$ cat src/rtl/y86_instr_writer.sv
// Y86-64 instruction encoder: packs one decoded instruction into 1/2/9/10 bytes
// and streams them, one byte per cycle, into instruction memory at a write pointer.
module y86_instr_writer #(
  parameter int unsigned MEM_SIZE = 1024
) (
  input  logic        clk,
  input  logic        reset,
  input  logic        addr_load,
  input  logic [63:0] addr_in,
  input  logic        in_valid,
  output logic        in_ready,
  input  logic [3:0]  icode,
  input  logic [3:0]  ifun,
  input  logic [3:0]  rA,
  input  logic [3:0]  rB,
  input  logic [63:0] valC,
  output logic        mem_we,
  output logic [63:0] mem_addr,
  output logic [7:0]  mem_wdata,
  output logic [63:0] wr_ptr,
  output logic        done,
  output logic        instr_err,
  output logic        imem_err
);

  localparam int unsigned BUF_BYTES = 10;
  localparam int unsigned IDX_W     = 4;
  localparam logic [63:0] MAX_ADDR  = 64'(MEM_SIZE - 1);

  typedef enum logic {IDLE, EMIT} state_t;

  state_t                      state, state_n;
  logic [BUF_BYTES-1:0][7:0]   ibuf, ibuf_n;
  logic [IDX_W-1:0]            idx, idx_n;
  logic [IDX_W-1:0]            len, len_n;
  logic [63:0]                 wr_ptr_n;
  logic                        mem_we_n;
  logic [63:0]                 mem_addr_n;
  logic [7:0]                  mem_wdata_n;
  logic                        done_n;
  logic                        instr_err_n;
  logic                        imem_err_n;
  logic [IDX_W-1:0]            accept_len;
  logic [BUF_BYTES-1:0][7:0]   packed_instr;

  // Encoded length per icode; 0 marks an invalid icode.
  function automatic logic [IDX_W-1:0] instr_len(input logic [3:0] ic);
    logic [IDX_W-1:0] n;
    case (ic)
      4'h0, 4'h1, 4'h9:        n = IDX_W'(1);
      4'h2, 4'h6, 4'hA, 4'hB:  n = IDX_W'(2);
      4'h3, 4'h4, 4'h5:        n = IDX_W'(10);
      4'h7, 4'h8:              n = IDX_W'(9);
      default:                 n = IDX_W'(0);
    endcase
    return n;
  endfunction

  // Byte image of the instruction; valC is little-endian after the optional register byte.
  function automatic logic [BUF_BYTES-1:0][7:0] pack_instr(
    input logic [3:0]       ic,
    input logic [3:0]       fn,
    input logic [3:0]       ra,
    input logic [3:0]       rb,
    input logic [63:0]      vc,
    input logic [IDX_W-1:0] n
  );
    logic [BUF_BYTES-1:0][7:0] p;
    p    = '0;
    p[0] = {ic, fn};
    if (n == IDX_W'(9)) begin
      for (int i = 0; i < 8; i++) p[i+1] = vc[8*i +: 8];
    end else begin
      p[1] = {ra, rb};
      if (n == IDX_W'(10)) begin
        for (int i = 0; i < 8; i++) p[i+2] = vc[8*i +: 8];
      end
    end
    return p;
  endfunction

  assign in_ready     = (state == IDLE) && !addr_load && !imem_err;
  assign accept_len   = instr_len(icode);
  assign packed_instr = pack_instr(icode, ifun, rA, rB, valC, accept_len);

  // Next-state logic; write outputs are computed one cycle ahead so they leave registers.
  always_comb begin
    state_n     = state;
    ibuf_n      = ibuf;
    idx_n       = idx;
    len_n       = len;
    wr_ptr_n    = wr_ptr;
    mem_we_n    = 1'b0;
    mem_addr_n  = mem_addr;
    mem_wdata_n = mem_wdata;
    done_n      = 1'b0;
    instr_err_n = 1'b0;
    imem_err_n  = imem_err;

    case (state)
      IDLE: begin
        if (addr_load) begin
          wr_ptr_n = addr_in;
        end else if (in_valid && in_ready) begin
          if (accept_len == IDX_W'(0)) begin
            instr_err_n = 1'b1;
          end else if (wr_ptr > MAX_ADDR) begin
            imem_err_n = 1'b1;
          end else begin
            ibuf_n      = packed_instr;
            len_n       = accept_len;
            idx_n       = IDX_W'(1);
            mem_we_n    = 1'b1;
            mem_addr_n  = wr_ptr;
            mem_wdata_n = packed_instr[0];
            wr_ptr_n    = wr_ptr + 64'd1;
            done_n      = (accept_len == IDX_W'(1));
            state_n     = EMIT;
          end
        end
      end

      EMIT: begin
        // idx counts bytes already presented; idx == len means the last byte is on the bus now.
        if (idx == len) begin
          state_n = IDLE;
        end else if (wr_ptr > MAX_ADDR) begin
          imem_err_n = 1'b1;
          state_n    = IDLE;
        end else begin
          mem_we_n    = 1'b1;
          mem_addr_n  = wr_ptr;
          mem_wdata_n = ibuf[idx];
          wr_ptr_n    = wr_ptr + 64'd1;
          idx_n       = idx + IDX_W'(1);
          done_n      = ((idx + IDX_W'(1)) == len);
        end
      end

      default: state_n = IDLE;
    endcase
  end

  always_ff @(posedge clk) begin
    if (reset) begin
      state     <= IDLE;
      ibuf      <= '0;
      idx       <= '0;
      len       <= '0;
      wr_ptr    <= '0;
      mem_we    <= 1'b0;
      mem_addr  <= '0;
      mem_wdata <= '0;
      done      <= 1'b0;
      instr_err <= 1'b0;
      imem_err  <= 1'b0;
    end else begin
      state     <= state_n;
      ibuf      <= ibuf_n;
      idx       <= idx_n;
      len       <= len_n;
      wr_ptr    <= wr_ptr_n;
      mem_we    <= mem_we_n;
      mem_addr  <= mem_addr_n;
      mem_wdata <= mem_wdata_n;
      done      <= done_n;
      instr_err <= instr_err_n;
      imem_err  <= imem_err_n;
    end
  end

endmodule

$ cat config.mk
export PLATFORM = sky130hd
export DESIGN_NAME = y86_instr_writer
export DESIGN_NICKNAME = d
export VERILOG_FILES = /design/src/rtl/y86_instr_writer.sv
export SDC_FILE = /design/constraint.sdc
export NUM_CORES = 1
export LEC_CHECK = 0
export ABC_AREA = 1
export CORE_ASPECT_RATIO = 0.5
export CORE_UTILIZATION = 51
export CTS_CLUSTER_SIZE = 8
export DETAILED_ROUTE_END_ITERATION = 7
export PLACE_DENSITY = 0.82
export SETUP_SLACK_MARGIN = 0.02
export SYNTH_ARGS = -nofsm -noshare
export SYNTH_HDL_FRONTEND = slang
export SYNTH_SLANG_ARGS = --single-unit
$ cat constraint.sdc
create_clock -name clk -period 4.2 [get_ports clk]
set_input_delay 0.84 -clock clk [delete_from_list [all_inputs] [get_ports clk]]
set_output_delay 0.84 -clock clk [all_outputs]
set_load 0.03 [all_outputs]
==> flow_metrics.tcl, run 1 <==
set metrics [dict create \
    critPathTopFamily "buffers and inverters" \
    r2r_start "idx[2]" \
    cts-hold-fix-buffers 0 \
    cpPeakStageDelay_ns 0.69 \
    drtIter0Drc 745 \
    ys_ff_latch 227 \
    detail-route-antenna-nets 0 \
    max_slew.worst_pin.slew_ns 1.26 \
    cts_tree "done" \
    crit_slowest_cell "clkdlybuf4s50_1" \
    fin_total_pwr_uw 5140 \
    r2r_slack_ns 1.67 \
    cts_resized 0 \
    first_global_vias 9700 \
    place_hpwl_um 20800 \
    die_w_um 199 \
    cap_violations 0 \
    place.port_buffers 288 \
    grt_pass1_wl_um 48800 \
    grt_max_degree 103 \
    cp.required_ns 3.36 \
    setup_viol_count_final 0 \
    antenna_found_initial 0 \
    vias 10200 \
    r2r_cells 12 \
    fmax_mhz 320 \
    crit_top_cell "clkdlybuf4s50_1" \
    fin_nets 1789 \
    postCtsSetupRepairBufs 0 \
    fillers 1445 \
    drt-pass1-iter-count 5 \
    core_area_um2 18700 \
    drc 0 \
    synth_nets 1544 \
    io_pins 289 \
    crit_cells 5 \
    root_buffer "clkbuf_16" \
    slew_viol_final 0 \
    cts_buffer_depth 3 \
    yosysUniqueCellTypes 34 \
    clk_latency_ns 0.50 \
    grt.overflow.total 0 \
    powerDensity_nw_per_um2 376 \
    end_kind "output port" \
    track_usage 0.304 \
    critical_path_class "input pin to output port" \
    ys_seq_area_frac 0.458 \
    cp_max_fo 3 \
    synth_warnings 0 \
    reg2reg_to "mem_addr[2]" \
    die_height_um 101 \
    start_kind "input pin" \
    relSlewSlack 0.159 \
    routed_wl_um 30900 \
    wl_per_cell_um 16.3 \
    synthToLayoutAreaGrowth_pct 37.9 \
    p_leak_uw 0.00566 \
    cp.arrival_ns 2.29 \
    start_util 0.529 \
    clkSinkCount 227 \
    multi_input_area_um2 4560 \
    final-seq-area_um2 4540 \
    hold_path.class "flip-flop to flip-flop" \
    drive_above_1_share 0.0433 \
    synthCells 1394 \
    finalClockSkew_ns 0.0106 \
    h-tree-depth 2 \
    ir_worst_vdd_uv 285 \
    rows 35 \
    n_antenna_cell 0 \
    rsz0062_at_grt "false" \
    hold_path_end "mem_addr[47]" \
    fin_setup_tns_ns 0 \
    clk_pin_slew_worst_paths_ns 0.05 \
    min_path_cells 2 \
    die-area_um2 20100 \
    status "finished, final reports clean" \
    critPathBufInv 3 \
    min-delay-start "mem_addr[47]" \
    cts_buffers 34 \
    finalWeightedCongestion 0.886 \
    finalCriticalPeriod_ns 3.13 \
    post-route-period-util 0.745 \
    finalHoldViolCount 0 \
    synth.avg_cell_area_um2 7.12 \
    synth_area_um2 9920 \
    post_drt_via_cell_ratio 5.34 \
    cp_cell_sequence "clkdlybuf4s50_1, inv_1, nand2_1, nor2_2, clkdlybuf4s50_1" \
]
final cells by class:
type | count | area share
multi-input cells | 973 | 0.333
flip-flops and latches | 227 | 0.332
repair buffers | 300 | 0.218
clock buffers | 34 | 0.0622
inverters | 103 | 0.0283
well taps | 259 | 0.0237
clock inverters | 4 | 0.00302
placed cells by master, fill, tap and decap left out, drive strengths merged, types with 5 or more instances in the layout:
master         count
o22ai             57
clkdlybuf4s50    287
a21oi             55
nor2             374
o211ai             6
nand2            213
inv              103
or2                8
a31oi              5
o21ai            144
nand3             52
mux2i             42
buf               13
clkbuf            34
dfxtp            227
synthesized netlist by cell type (all sizes together):
cell type	number	area, µm²
o31ai	1	7.51
clkinv	2	7.51
o21ai	144	721
nand4	4	25.0
dfxtp	227	4540
nand3	52	260
a21oi	55	275
ha	2	25.0
a31oi	5	31.3
xnor2	2	17.5
nand2	213	815
a22oi	1	7.51
o211ai	6	45.0
nor3b	1	7.51
or2	8	50.1
nor3	1	5.00
xor2	4	35.0
mux2i	42	420
inv	101	379
buf	38	249
clkbuf	53	200
nand3b	1	7.51
o22ai	57	357
nor2	374	1430
worst min-delay path: stages, from the launching register on:
cell     delay, ns
dfxtp_1       0.30
nand2_1       0.06
nor2_1        0.03
flip-flops by register name, indices dropped and copies added (netlist names):
name and flops:
ibuf 80, state 1, done 1, instr_err 1, wr_ptr 64, idx 4
mem_addr 64, imem_err 1, mem_wdata 8, len 3
report_power, final:
part           switching [µW]  internal, µW  leakage [µW]  total, µW
combinational             292           266       0.00338        558
clock                     915          1430      0.000435       2350
sequential               39.2          2200       0.00184       2240
total                    1250          3900       0.00566       5140
per-stage QoR:
stage          utilization  hold slack (ns)  setup slack, ns  instance area, µm²  instances
6_report             0.730            0.436             1.07               13700       1900
4_1_cts              0.730            0.437             1.07               13700       1900
3_5_place_dp         0.683            0.428             1.08               12800       1862
2_1_floorplan            -            0.452             1.89                9920       1394
3_3_place_gp         0.683            0.426             1.09               12800       1862
5_1_grt              0.730            0.450             1.03               13700       1900
kinds of logic (layout without fill, tap and decap cells):
kind of cell,Yosys count,after routing,share of synthesized area
flops,227,227,0.458
mux,42,42,0.0424
xor+xnor,6,6,0.00530
fa+ha+maj,2,2,0.00252
compound gates,269,269,0.146
buf+inv,194,441,0.0842
simple gates,654,654,0.262
how the worst max path moves through the flow:
stage	slack, ns	start	endpoint
after global placement	1.09	addr_load	in_ready
after global routing	1.03	addr_load	in_ready
after detailed placement	1.08	addr_load	in_ready
final	1.07	addr_load	in_ready
after floorplan	1.89	addr_load	mem_wdata[1]
after CTS	1.07	addr_load	in_ready
routing by layer:
layer / global-route usage / vias to the layer above / routed length (µm)
met5: 0 / - / 0
met4: 0.100 / 0 / 790
met3: 0.0836 / 71 / 2680
met2: 0.520 / 428 / 14900
met1: 0.373 / 4686 / 12500
li1: - / 4966 / -
(Power assumes the default switching activity.)
==> run 2: changes to the inputs <==
- CORE_UTILIZATION: 51 -> 43
- PLACE_DENSITY: 0.82 -> 0.73
- clock period: 4.2 -> 2.8 ns (I/O delays scaled with it)
==> run 2 against run 1 <==
Global-route usage down 4.2 points. Power up 51%. Core utilization down 10 points. Clock power up 51%. Die area up 18%. Cell area up 1.7%. Setup slack worse by 0.84 ns. Critical path depth unchanged. Highest routed layer unchanged. Largest cell class unchanged. Cell count up 2.8%. Via count down 0.21%. Count of clock-buffer cells in the layout unchanged.
==> flow_metrics.tcl, run 2 (synthesized netlist as in run 1, its figures left out) <==
set metrics [dict create \
    fmax_mhz 389 \
    die_w_um 217 \
    start_util 0.448 \
    slew_viol_final 0 \
    rows 38 \
    cts_buffer_depth 3 \
    fin_setup_tns_ns 0 \
    top_regs "ibuf (80), mem_addr (64), wr_ptr (64)" \
    grt.overflow.total 0 \
    setup_viol_count_final 0 \
    fin_area_um2 13900 \
    max_slew.worst_pin.slew_ns 0.499 \
    antenna_found_initial 0 \
    min_path_cells 2 \
    pre_cts_slack_ns 0.241 \
    critical_path_class "input pin to output port" \
    largest_register_ff_count 80 \
    drc 0 \
    end_kind "output port" \
    r2r_cells 10 \
    track_usage 0.262 \
    cp_cell_sequence "clkdlybuf4s50_1, inv_1, nand2_1, nor2_2, clkdlybuf4s50_1" \
    min-delay-start "mem_addr[56]" \
    layout_commonest_cell "nor2_1" \
    cp.required_ns 2.24 \
    routed_wl_um 31900 \
    grt_max_degree 87 \
    cp.arrival_ns 2.01 \
    synthToLayoutAreaGrowth_pct 40.2 \
    largest_register "ibuf" \
    vias 10100 \
    post_drt_via_cell_ratio 5.19 \
    place_hpwl_um 22200 \
    drt-pass1-iter-count 6 \
    io_pins 289 \
    cap_violations 0 \
    status "finished, final reports clean" \
    n_antenna_cell 0 \
    finalClockSkew_ns 0.0113 \
    first_global_vias 9715 \
    hold_path.class "flip-flop to flip-flop" \
    clk_pin_slew_worst_paths_ns 0.05 \
    place_area_um2 13000 \
    cts-hold-fix-buffers 0 \
    drive_above_1_share 0.0502 \
    post-route-period-util 0.917 \
    finalCriticalPeriod_ns 2.57 \
    die_height_um 109 \
    drtIter0Drc 767 \
    core_area_um2 22200 \
    p_leak_uw 0.00576 \
    crit_slowest_cell "clkdlybuf4s50_1" \
    crit_top_cell "clkdlybuf4s50_1" \
    cpPeakStageDelay_ns 0.70 \
    rsz0062_at_grt "false" \
    whs_ns 0.437 \
    reg2reg_to "ibuf[7]" \
    r2r_slack_ns 0.55 \
    wl_per_cell_um 16.3 \
    fillers 1974 \
    clkSinkCount 227 \
    ir_worst_vdd_uv 397 \
    cts_buffers 34 \
    start_kind "input pin" \
    clk_latency_ns 0.50 \
    die-area_um2 23700 \
    fin_nets 1801 \
    place.port_buffers 288 \
    cp_max_fo 3 \
    hold_path_end "mem_addr[56]" \
    finalWeightedCongestion 0.849 \
    most-common-layout-cells "368 x nor2_1, 287 x clkdlybuf4s50_1, 227 x dfxtp_1, 209 x nand2_1, 98 x inv_1" \
    r2r_start "wr_ptr[29]" \
    root_buffer "clkbuf_16" \
    postCtsSetupRepairBufs 0 \
    detail-route-antenna-nets 0 \
    cts_resized 0 \
    cts_tree "done" \
    powerDensity_nw_per_um2 558 \
    finalHoldViolCount 0 \
    relSlewSlack 0.667 \
    h-tree-depth 2 \
    grt_pass1_wl_um 49600 \
    fin_ws_ns 0.232 \
]
-- run 2: cell types whose count changed in the layout (fill, tap and decap cells not counted) --
cell / before / now
buf_12: 1 / 8
buf_4: 12 / 17
-- run 2: final cells by class --
type	instances	area, µm²	share of cell area
clock inverter	4	41.3	0.00297
multi-input combinational	973	4560	0.327
tap	300	375	0.0270
inverter	103	387	0.0278
clock buffer	34	851	0.0611
timing repair buffer	312	3160	0.227
sequential	227	4540	0.327
-- run 2: metal layers --
metal  vias up  GRT usage  routed length, µm
li1       4994          -                  -
met1      4703      0.319              13300
met2       376      0.454              15200
met3        57     0.0722               2640
met4         0     0.0840                758
met5         -          0                  0
-- run 2: report_power, final --
group / switching (µW) / internal, µW
combinational: 446 / 411
clock: 1400 / 2150
sequential: 59.9 / 3300
-- run 2: worst max-delay path: cells and delay by family --
kind                   cells  cell delay, ns
buffers and inverters      3            1.21
AND/OR/NAND/NOR            2            0.23
-- run 2: worst max-delay path by stage --
stage | startpoint | end | slack (ns) | depth (start not counted)
2_1_floorplan | state | mem_wdata[7] | 0.75 | 11
3_3_place_gp | addr_load | in_ready | 0.23 | 5
3_5_place_dp | addr_load | in_ready | 0.24 | 5
4_1_cts | addr_load | in_ready | 0.23 | 5
5_1_grt | addr_load | in_ready | 0.16 | 5
6_report | addr_load | in_ready | 0.23 | 5
-- run 2: per-stage QoR --
| step | utilization | total power, µW | cells |
|---|---|---|---|
| after CTS | 0.628 | 7840 | 1953 |
| final | 0.628 | 7760 | 1953 |
| after global routing | 0.628 | 8050 | 1953 |
| after detailed placement | 0.588 | 4270 | 1915 |
| after global placement | 0.588 | 4260 | 1915 |
| after floorplan | - | 3830 | 1394 |
==> run 3: changes to the inputs <==
- CAP_MARGIN: unset -> 20
==> results of run 3 <==
Same layout as run 2: the final DEF is identical, and so are final timing and power.
